`src/rtl/johnson_phase_decoder_pkg.sv`:
```
// Shared definitions for the Johnson phase decoder: FSM encoding and the
// 8-entry legal-code table (entry i holds the q3..q0 code for phase i).
package johnson_phase_decoder_pkg;

    localparam int unsigned CODE_W  = 4;
    localparam int unsigned IDX_W   = 3;
    localparam int unsigned PHASE_N = 8;
    localparam int unsigned MATCH_W = 3;
    localparam int unsigned REV_W   = 8;

    localparam logic [1:0] ST_SEARCH = 2'd0;
    localparam logic [1:0] ST_LOCKED = 2'd1;
    localparam logic [1:0] ST_ERROR  = 2'd2;

    localparam logic [PHASE_N-1:0][CODE_W-1:0] JC_TABLE = {
        4'b1000, 4'b1100, 4'b1110, 4'b1111,
        4'b0111, 4'b0011, 4'b0001, 4'b0000
    };

    function automatic logic [PHASE_N-1:0] idx_to_onehot(input logic [IDX_W-1:0] idx);
        idx_to_onehot = PHASE_N'(1) << idx;
    endfunction

endpackage

```
`src/rtl/johnson_code_lookup.sv`:
```
// Combinational code-to-phase lookup; flags any code absent from the table.
module johnson_code_lookup
    import johnson_phase_decoder_pkg::*;
(
    input  logic [CODE_W-1:0] i_code,
    output logic [IDX_W-1:0]  o_idx_c,
    output logic              o_legal_c
);

    always_comb begin
        o_idx_c   = '0;
        o_legal_c = 1'b0;
        for (int i = 0; i < int'(PHASE_N); i++) begin
            if (i_code == JC_TABLE[i]) begin
                o_idx_c   = IDX_W'(i);
                o_legal_c = 1'b1;
            end
        end
    end

endmodule

```
`src/rtl/johnson_phase_decoder.sv`:
```
// Decodes a 4-bit Johnson counter into a phase index, tracks sequence lock,
// flags slips and illegal codes, and counts revolutions while locked.
module johnson_phase_decoder
    import johnson_phase_decoder_pkg::*;
#(
    parameter int unsigned LOCK_COUNT = 2
) (
    input  logic                clock,
    input  logic                reset,
    input  logic [CODE_W-1:0]   q,
    input  logic                enable,
    input  logic                clear_err,
    output logic [IDX_W-1:0]    phase_idx,
    output logic [PHASE_N-1:0]  phase_onehot,
    output logic                valid,
    output logic                locked,
    output logic                slip,
    output logic                error,
    output logic [REV_W-1:0]    rev_count
);

    logic [1:0]          r_state;
    logic [IDX_W-1:0]    r_phase_idx;
    logic [PHASE_N-1:0]  r_phase_onehot;
    logic                r_valid;
    logic                r_locked;
    logic                r_slip;
    logic                r_error;
    logic [REV_W-1:0]    r_rev_count;
    logic [MATCH_W-1:0]  r_match;
    logic                r_prev_legal;

    logic [IDX_W-1:0]    w_code_idx;
    logic                w_code_legal;
    logic                w_seq_ok;
    logic [MATCH_W-1:0]  w_match_inc;
    logic [1:0]          w_state_nxt;
    logic [IDX_W-1:0]    w_idx_nxt;
    logic                w_valid_nxt;
    logic                w_slip_nxt;
    logic [REV_W-1:0]    w_rev_nxt;
    logic [MATCH_W-1:0]  w_match_nxt;
    logic                w_prev_legal_nxt;

    johnson_code_lookup u_lookup (
        .i_code    (q),
        .o_idx_c   (w_code_idx),
        .o_legal_c (w_code_legal)
    );

    // Next-state logic; priority is clear_err > hold > illegal > decode.
    always_comb begin
        w_state_nxt      = r_state;
        w_idx_nxt        = r_phase_idx;
        w_valid_nxt      = r_valid;
        w_slip_nxt       = 1'b0;
        w_rev_nxt        = r_rev_count;
        w_match_nxt      = r_match;
        w_prev_legal_nxt = r_prev_legal;
        w_seq_ok         = r_prev_legal && (w_code_idx == IDX_W'(r_phase_idx + IDX_W'(1)));
        w_match_inc      = MATCH_W'(r_match + MATCH_W'(1));

        if (clear_err) begin
            w_state_nxt      = ST_SEARCH;
            w_valid_nxt      = 1'b0;
            w_match_nxt      = '0;
            w_rev_nxt        = '0;
            w_prev_legal_nxt = 1'b0;
        end else if (!enable) begin
            w_slip_nxt = 1'b0;
        end else if (!w_code_legal) begin
            w_state_nxt      = ST_ERROR;
            w_valid_nxt      = 1'b0;
            w_prev_legal_nxt = 1'b0;
        end else if (r_state != ST_ERROR) begin
            w_idx_nxt        = w_code_idx;
            w_valid_nxt      = 1'b1;
            w_prev_legal_nxt = 1'b1;
            if (r_state == ST_LOCKED) begin
                if (!w_seq_ok) begin
                    w_state_nxt = ST_SEARCH;
                    w_match_nxt = '0;
                    w_slip_nxt  = 1'b1;
                end else if ((r_phase_idx == IDX_W'(PHASE_N - 1)) && (r_rev_count != '1)) begin
                    w_rev_nxt = REV_W'(r_rev_count + REV_W'(1));
                end
            end else if (w_seq_ok) begin
                w_match_nxt = w_match_inc;
                if (w_match_inc == MATCH_W'(LOCK_COUNT)) begin
                    w_state_nxt = ST_LOCKED;
                end
            end else begin
                w_match_nxt = '0;
            end
        end
    end

    always_ff @(posedge clock) begin
        if (reset) begin
            r_state        <= ST_SEARCH;
            r_phase_idx    <= '0;
            r_phase_onehot <= '0;
            r_valid        <= 1'b0;
            r_locked       <= 1'b0;
            r_slip         <= 1'b0;
            r_error        <= 1'b0;
            r_rev_count    <= '0;
            r_match        <= '0;
            r_prev_legal   <= 1'b0;
        end else begin
            r_state        <= w_state_nxt;
            r_phase_idx    <= w_idx_nxt;
            r_phase_onehot <= w_valid_nxt ? idx_to_onehot(w_idx_nxt) : '0;
            r_valid        <= w_valid_nxt;
            r_locked       <= (w_state_nxt == ST_LOCKED);
            r_slip         <= w_slip_nxt;
            r_error        <= (w_state_nxt == ST_ERROR);
            r_rev_count    <= w_rev_nxt;
            r_match        <= w_match_nxt;
            r_prev_legal   <= w_prev_legal_nxt;
        end
    end

    assign phase_idx    = r_phase_idx;
    assign phase_onehot = r_phase_onehot;
    assign valid        = r_valid;
    assign locked       = r_locked;
    assign slip         = r_slip;
    assign error        = r_error;
    assign rev_count    = r_rev_count;

endmodule

```
`config.mk`:
```
export PLATFORM = sky130hd
export DESIGN_NAME = johnson_phase_decoder
export DESIGN_NICKNAME = d
export VERILOG_FILES = /design/src/rtl/johnson_phase_decoder_pkg.sv /design/src/rtl/johnson_code_lookup.sv /design/src/rtl/johnson_phase_decoder.sv
export SDC_FILE = /design/constraint.sdc
export NUM_CORES = 1
export LEC_CHECK = 0
export ABC_AREA = 1
export CORE_ASPECT_RATIO = 1.25
export CORE_MARGIN = 2
export CORE_UTILIZATION = 50
export DETAILED_ROUTE_END_ITERATION = 10
export GPL_TIMING_DRIVEN = 0
export PLACE_DENSITY_LB_ADDON = 0.12
export SYNTH_ARGS = -nofsm -noshare
export SYNTH_HDL_FRONTEND = slang
export SYNTH_SLANG_ARGS = --single-unit
```
`constraint.sdc`:
```
create_clock -name clock -period 2.3 [get_ports clock]
set_clock_uncertainty 0.2 [all_clocks]
set_input_delay 0.575 -clock clock [delete_from_list [all_inputs] [get_ports clock]]
set_output_delay 0.575 -clock clock [all_outputs]
set_load 0.01 [all_outputs]
```
======== Yosys cells after proc, flatten, opt, wreduce, memory -nomap -nowiden ========
Index checks and enable logic that the tools add are counted.
cells by class
  add/subtract/negate cells ............... 3
  equal/unequal tests ..................... 17
  shifts and indexed selects .............. 1
  mux-type cells .......................... 37
  bitwise logic cells ..................... 5
  reductions and logical operators ........ 9
operators with widths
  operator               count
  $mux W3                11
  $mux W2                10
  $eq A4 B4 Y1 const B   4
  $mux W1                16
  $add A8 B1 Y8 const B  1
  $ne A8 B8 Y1 const B   1
  $shl A1 B3 Y8 const A  1
  $add A3 B1 Y3 const B  2
  $reduce_and A6 Y1      1
  $reduce_or A6 Y1       1
  $not A1 Y1             5
  $eq A2 B1 Y1 const B   2
  $eq A4 B1 Y1 const B   1
  $eq A4 B2 Y1 const B   1
  $eq A4 B3 Y1 const B   1
  $logic_not A4 Y1       1
  $ne A2 B2 Y1 const B   2
  $reduce_and A4 Y1      1
  $reduce_or A2 Y1       2
  $eq A3 B2 Y1 const B   1
  $eq A3 B3 Y1           1
  $eq A3 B3 Y1 const B   1
  $eq A2 B2 Y1 const B   1
  $logic_and A1 B1 Y1    2
  2 further kinds        2
word-level totals
  bits in registers ....................... 29
  input bits .............................. 8
  output and inout port bits .............. 23
  logic and storage cells ................. 82

======== Logic depth before layout (Yosys ltp) ========
Gate-level depths: netlist of run 1.
  depth after elaboration ................. 17
  gate-level depth with buffers ........... 13
  gate-level depth less buffers ........... 13

======== Modules after synthesis ========
From an unflattened synthesis of run 1, not the netlist that was laid out.
second synthesis, totals
  cells, all modules ...................... 223
  area, all modules ....................... 1537.7 sq um
by module, submodules not included
  module                 times used  cells each  area an instance (sq um)  seq. area each (sq um)
  johnson_phase_decoder  1           203         1453.9                    580.6
  johnson_code_lookup    1           20          83.8                      0.0

======== Worst setup path after synthesis of run 1 ========
Ideal clock, no wire load.
  kind .................................... flip-flop to flip-flop
  start ................................... register r_phase_idx[0], in the netlist phase_idx[0]
  end ..................................... register r_rev_count[3], in the netlist rev_count[3]
  library setup time ...................... 0.113 ns
  data arrival time ....................... 1.589 ns
  required time ........................... 1.987 ns
  path slack .............................. 0.398 ns
  cell stages (with the launch flop) ...... 11
  path buffers ............................ 0
  period minus slack after synthesis ...... 1.902 ns
  cells stage by stage .................... dfxtp_1 > ha_1 > ha_1 > nand3b_1 > nand2_1 > nor2_1 > nand3_2 > nor2_4 > nand2_2 > nor2_1 > nor2_1
on the way
  cells in the longest elaborated chain, start to end .. 4
  elaborated cells on any way between the ends .. 6
  classes of those cells .................. 1 x add/sub; 2 x eq/ne; 3 x reduce/logical
ends and longest elaborated chain
  element                               RTL line                      source
  start, declared                       johnson_phase_decoder.sv:23   logic [IDX_W-1:0] r_phase_idx;
  start signal, assigned                johnson_phase_decoder.sv:112  r_phase_idx <= w_idx_nxt;
  $add A3 B1 Y3                         johnson_phase_decoder.sv:60   w_seq_ok = r_prev_legal && (w_code_idx == IDX_W'(r_phase_idx + IDX_W'(1)));
  $eq A3 B3 Y1                          johnson_phase_decoder.sv:60
  $logic_and A1 B1 Y1                   johnson_phase_decoder.sv:60
  $reduce_and A6 Y1 (no source line) *  n/a
  end signal, assigned                  johnson_phase_decoder.sv:118  r_rev_count <= w_rev_nxt;
  end, declared                         johnson_phase_decoder.sv:29   logic [REV_W-1:0] r_rev_count;
Every way passes the cells marked *; elsewhere a longest branch is shown, timed or not.
A chain may end at the register's enable or synchronous reset.

======== Worst setup path after layout of run 1 ========
  start ................................... input q[2]
  end ..................................... register r_rev_count[5], in the netlist rev_count[5]
on the way
  cells in the longest elaborated chain, start to end .. 11
  elaborated cells on any way between the ends .. 26
  classes of those cells .................. 8 x eq/ne; 15 x mux; 3 x reduce/logical
ends and longest elaborated chain
  element                               RTL line                     source
  start, declared                       johnson_phase_decoder.sv:10  input logic [CODE_W-1:0] q,
  $eq A4 B1 Y1                          johnson_code_lookup.sv:14    if (i_code == JC_TABLE[i]) begin
  $mux W1                               johnson_code_lookup.sv:14
  $mux W2 (2 in a row)                  johnson_code_lookup.sv:14
  $mux W3 (4 in a row)                  johnson_code_lookup.sv:14
  $eq A3 B3 Y1                          johnson_phase_decoder.sv:60
  $logic_and A1 B1 Y1                   johnson_phase_decoder.sv:60
  $reduce_and A6 Y1 (no source line) *  n/a
Marks and branches as above.

==> results of run 1 <==
-- layer usage --
layer	GRT usage, %	part of all wire [%]	vias up
met5	0	0	-
met4	8.33	0.93	0
met3	5.84	5.1	4
met2	36.9	54	47
met1	19.9	40	612
li1	-	-	742
-- cells by family after synthesis --
kind of cell	count (synthesis)	share of synthesized area, %
xor+xnor	3	1.81
simple gates	122	38.5
buf+inv	32	8.28
flops	29	40.0
fa+ha+maj	5	4.31
compound gates	19	7.08
-- through the flow --
stage | cells | utilization (%)
after floorplan | 210 | -
after global placement | 274 | 65.6
after detailed placement | 274 | 65.6
after CTS | 282 | 69.4
after global routing | 283 | 70.4
final | 283 | 70.4
-- repair_timing --
action,CTS,global route
setup endpoints to repair,0,24
setup buffers,0,1
resized for setup,0,10
-- flip-flops by register name (all words and copies together) (netlist names) --
signal,flops
valid,1
phase_idx,3
locked,1
r_match,3
error,1
rev_count,8
slip,1
r_state,2
r_prev_legal,1
phase_onehot,8
-- tightest hold or removal path, cell delays in order, from the launching register on --
cell and delay (ns):
dfxtp_1 0.33, nand2_1 0.06, a21oi_1 0.05
-- cells in the final DEF, fill, tap and decap left out, types with 5 or more instances in the layout --
| cell | synthesis | final |
|---|---|---|
| nand3_1 | 14 | 13 |
| ha_1 | 5 | 5 |
| clkdlybuf4s50_1 | 0 | 26 |
| a21oi_1 | 8 | 8 |
| inv_1 | 31 | 31 |
| nand2_1 | 51 | 50 |
| clkbuf_4 | 0 | 5 |
| dfxtp_1 | 29 | 29 |
| nor2_1 | 34 | 33 |
| nand4_1 | 5 | 5 |
| o21ai_0 | 8 | 5 |
-- path summary, 6_finish.rpt --
check                               to                     from  slack (ns)  cells after the start
max          rev_count[5]$_SDFFE_PP0P_                     q[2]        0.15                     12
min            r_match[2]$_SDFFE_PP0P_  r_match[2]$_SDFFE_PP0P_        0.28                      2
max reg2reg  rev_count[5]$_SDFFE_PP0P_  phase_idx[0]$_SDFF_PP0_        0.18                     10
min reg2reg    r_match[2]$_SDFFE_PP0P_  r_match[2]$_SDFFE_PP0P_        0.28                      2
-- cell type report --
class,count,area [um2]
Tap cell,34,42.5
Inverter,32,120
Clock inverter,3,65.1
Fill cell,233,810
Clock buffer,5,37.5
Multi-Input combinational cell,149,759
Timing Repair Buffer,31,318
Sequential cell,29,581
-- power by group --
part,internal (mW),total [mW],switching (mW)
combinational,0.0470,0.120,0.0732
sequential,0.509,0.515,0.00565
clock,0.336,0.519,0.183
total,0.893,1.15,0.261
==> results.py, run 1 <==
metrics = {
    "outcome": {
        "status": "completed",
    },
    "setup_path": {
        "worst-path-buf-inv": 1,
        "crit_family": "simple AND/OR/NAND/NOR gates",
        "critPathSlowestCell": "clkdlybuf4s50_1",
        "cp_cell_sequence": "clkdlybuf4s50_1, nand2_2, o21ai_1, nand2_1, nand2_1, nand2_1, nor2_2, nand3_2, nor2_4, nand3_1, nand2_1, nor2_1",
        "crit_type": "in -> reg",
        "cp_slowest_stage_delay_ns": 0.49,
        "crit_path_max_fanout": 6,
        "arrival_ns": 2.17,
        "cp_common_cell": "nand2_1",
        "crit_path_start_kind": "input port",
        "end_kind": "flip-flop",
        "cp.required_ns": 2.32,
    },
    "sta": {
        "fmax_ghz": 0.466,
        "worstMarginPinSlew_ns": 0.522,
        "holdWs_ns": 0.281,
        "hold_viol_final": 0,
        "post-route-min-period_ns": 2.15,
        "slew_headroom_pct": 65.1,
        "setup_violations": 0,
        "finalSetupTns_ns": 0,
        "fin_crit_sh_pct": 93.3,
        "final_max_slew_viol_count": 0,
        "worst_slack_ns": 0.154,
    },
    "place": {
        "place_area_um2": 1790,
        "port_buffers": 30,
        "pre_cts_ws_ns": -0.294,
        "hpwlAfterDp_um": 2330,
        "gp_congestion": 0.805,
    },
    "routing": {
        "drc": 0,
        "route.vias.total": 1405,
        "wl_um": 3120,
        "drt_iter0_drc": 37,
        "avgViaCountPerCell": 4.96,
        "drt_first_pass_iters": 4,
        "ant_nets": 0,
        "wl_per_cell_um": 11.0,
    },
    "cts": {
        "clock_latency_ns": 0.33,
        "cts_hold_buffers": 0,
        "cts_tree": "done",
        "clock-sinks": 29,
        "clockBufferDepth": 2,
        "htreeDepth": 2,
        "cts_buffers": 5,
        "clk_pin_slew_worst_paths_ns": 0.09,
        "root_buffer": "clkbuf_4",
    },
    "die": {
        "core_um2": 2730,
        "die_h_um": 64.2,
        "io_pins": 31,
        "die_area_um2": 3350,
        "rows": 21,
        "initial_core_util_pct": 53.1,
        "die-width_um": 52.2,
    },
    "yosys": {
        "yosys_warnings": 0,
        "ys_seq_elements": 29,
        "synth_top_cell_area_share_pct": 40.0,
        "syn_area_per_cell_um2": 6.91,
        "netlist_area_um2": 1450,
        "ys_top_cells_by_area": "dfxtp_1 40%, nand2_1 13%, nor2_1 8.8%",
        "synth_nets": 223,
        "synth_commonest_cells": "51 x nand2_1, 34 x nor2_1, 31 x inv_1, 29 x dfxtp_1, 14 x nand3_1",
        "yosysTopAreaCell": "dfxtp_1",
        "ys_seq_area_share_pct": 40.0,
        "ys_types": 25,
        "synthMostInstantiatedCell": "nand2_1",
        "synthArstFlopShare_pct": 0,
        "synth_edf_count": 0,
        "netlist_instances": 210,
        "synth_ff_type": "dfxtp_1",
    },
    "power": {
        "leakage_nw": 0.873,
        "p_per_area_nw_per_um2": 600,
        "vdd_ir_drop_max_uv": 682,
        "p_total_mw": 1.15,
    },
    "global_route": {
        "grt-ovfl-total": 0,
        "grt_max_degree": 11,
        "grt_first_pass_wirelength_um": 4910,
        "antenna_found_initial": 0,
        "grtUsageTotal_pct": 19.9,
        "first_global_vias": 1224,
    },
    "finish": {
        "final_nets": 261,
        "area_delta_synth_final_pct": 32.6,
        "drive_gt1_share_pct": 10.4,
        "diodes": 0,
        "final_cell_area_um2": 1920,
    },
    "worst_hold_path": {
        "hp-class": "reg -> reg",
    },
    "job": {
        "maxCapViolations": 0,
    },
}
Power figures use the tool's default switching activity.
==> run 2: changes to the inputs <==
HOLD_SLACK_MARGIN = 0.02   (was not set)
==> results of run 2 <==
Same layout as run 1: the final DEF is identical, and so are final timing and power.
==> run 3: changes to the inputs <==
GPL_ROUTABILITY_DRIVEN = 0   (was not set)
==> results of run 3 <==
Same layout as run 1: the final DEF is identical, and so are final timing and power.
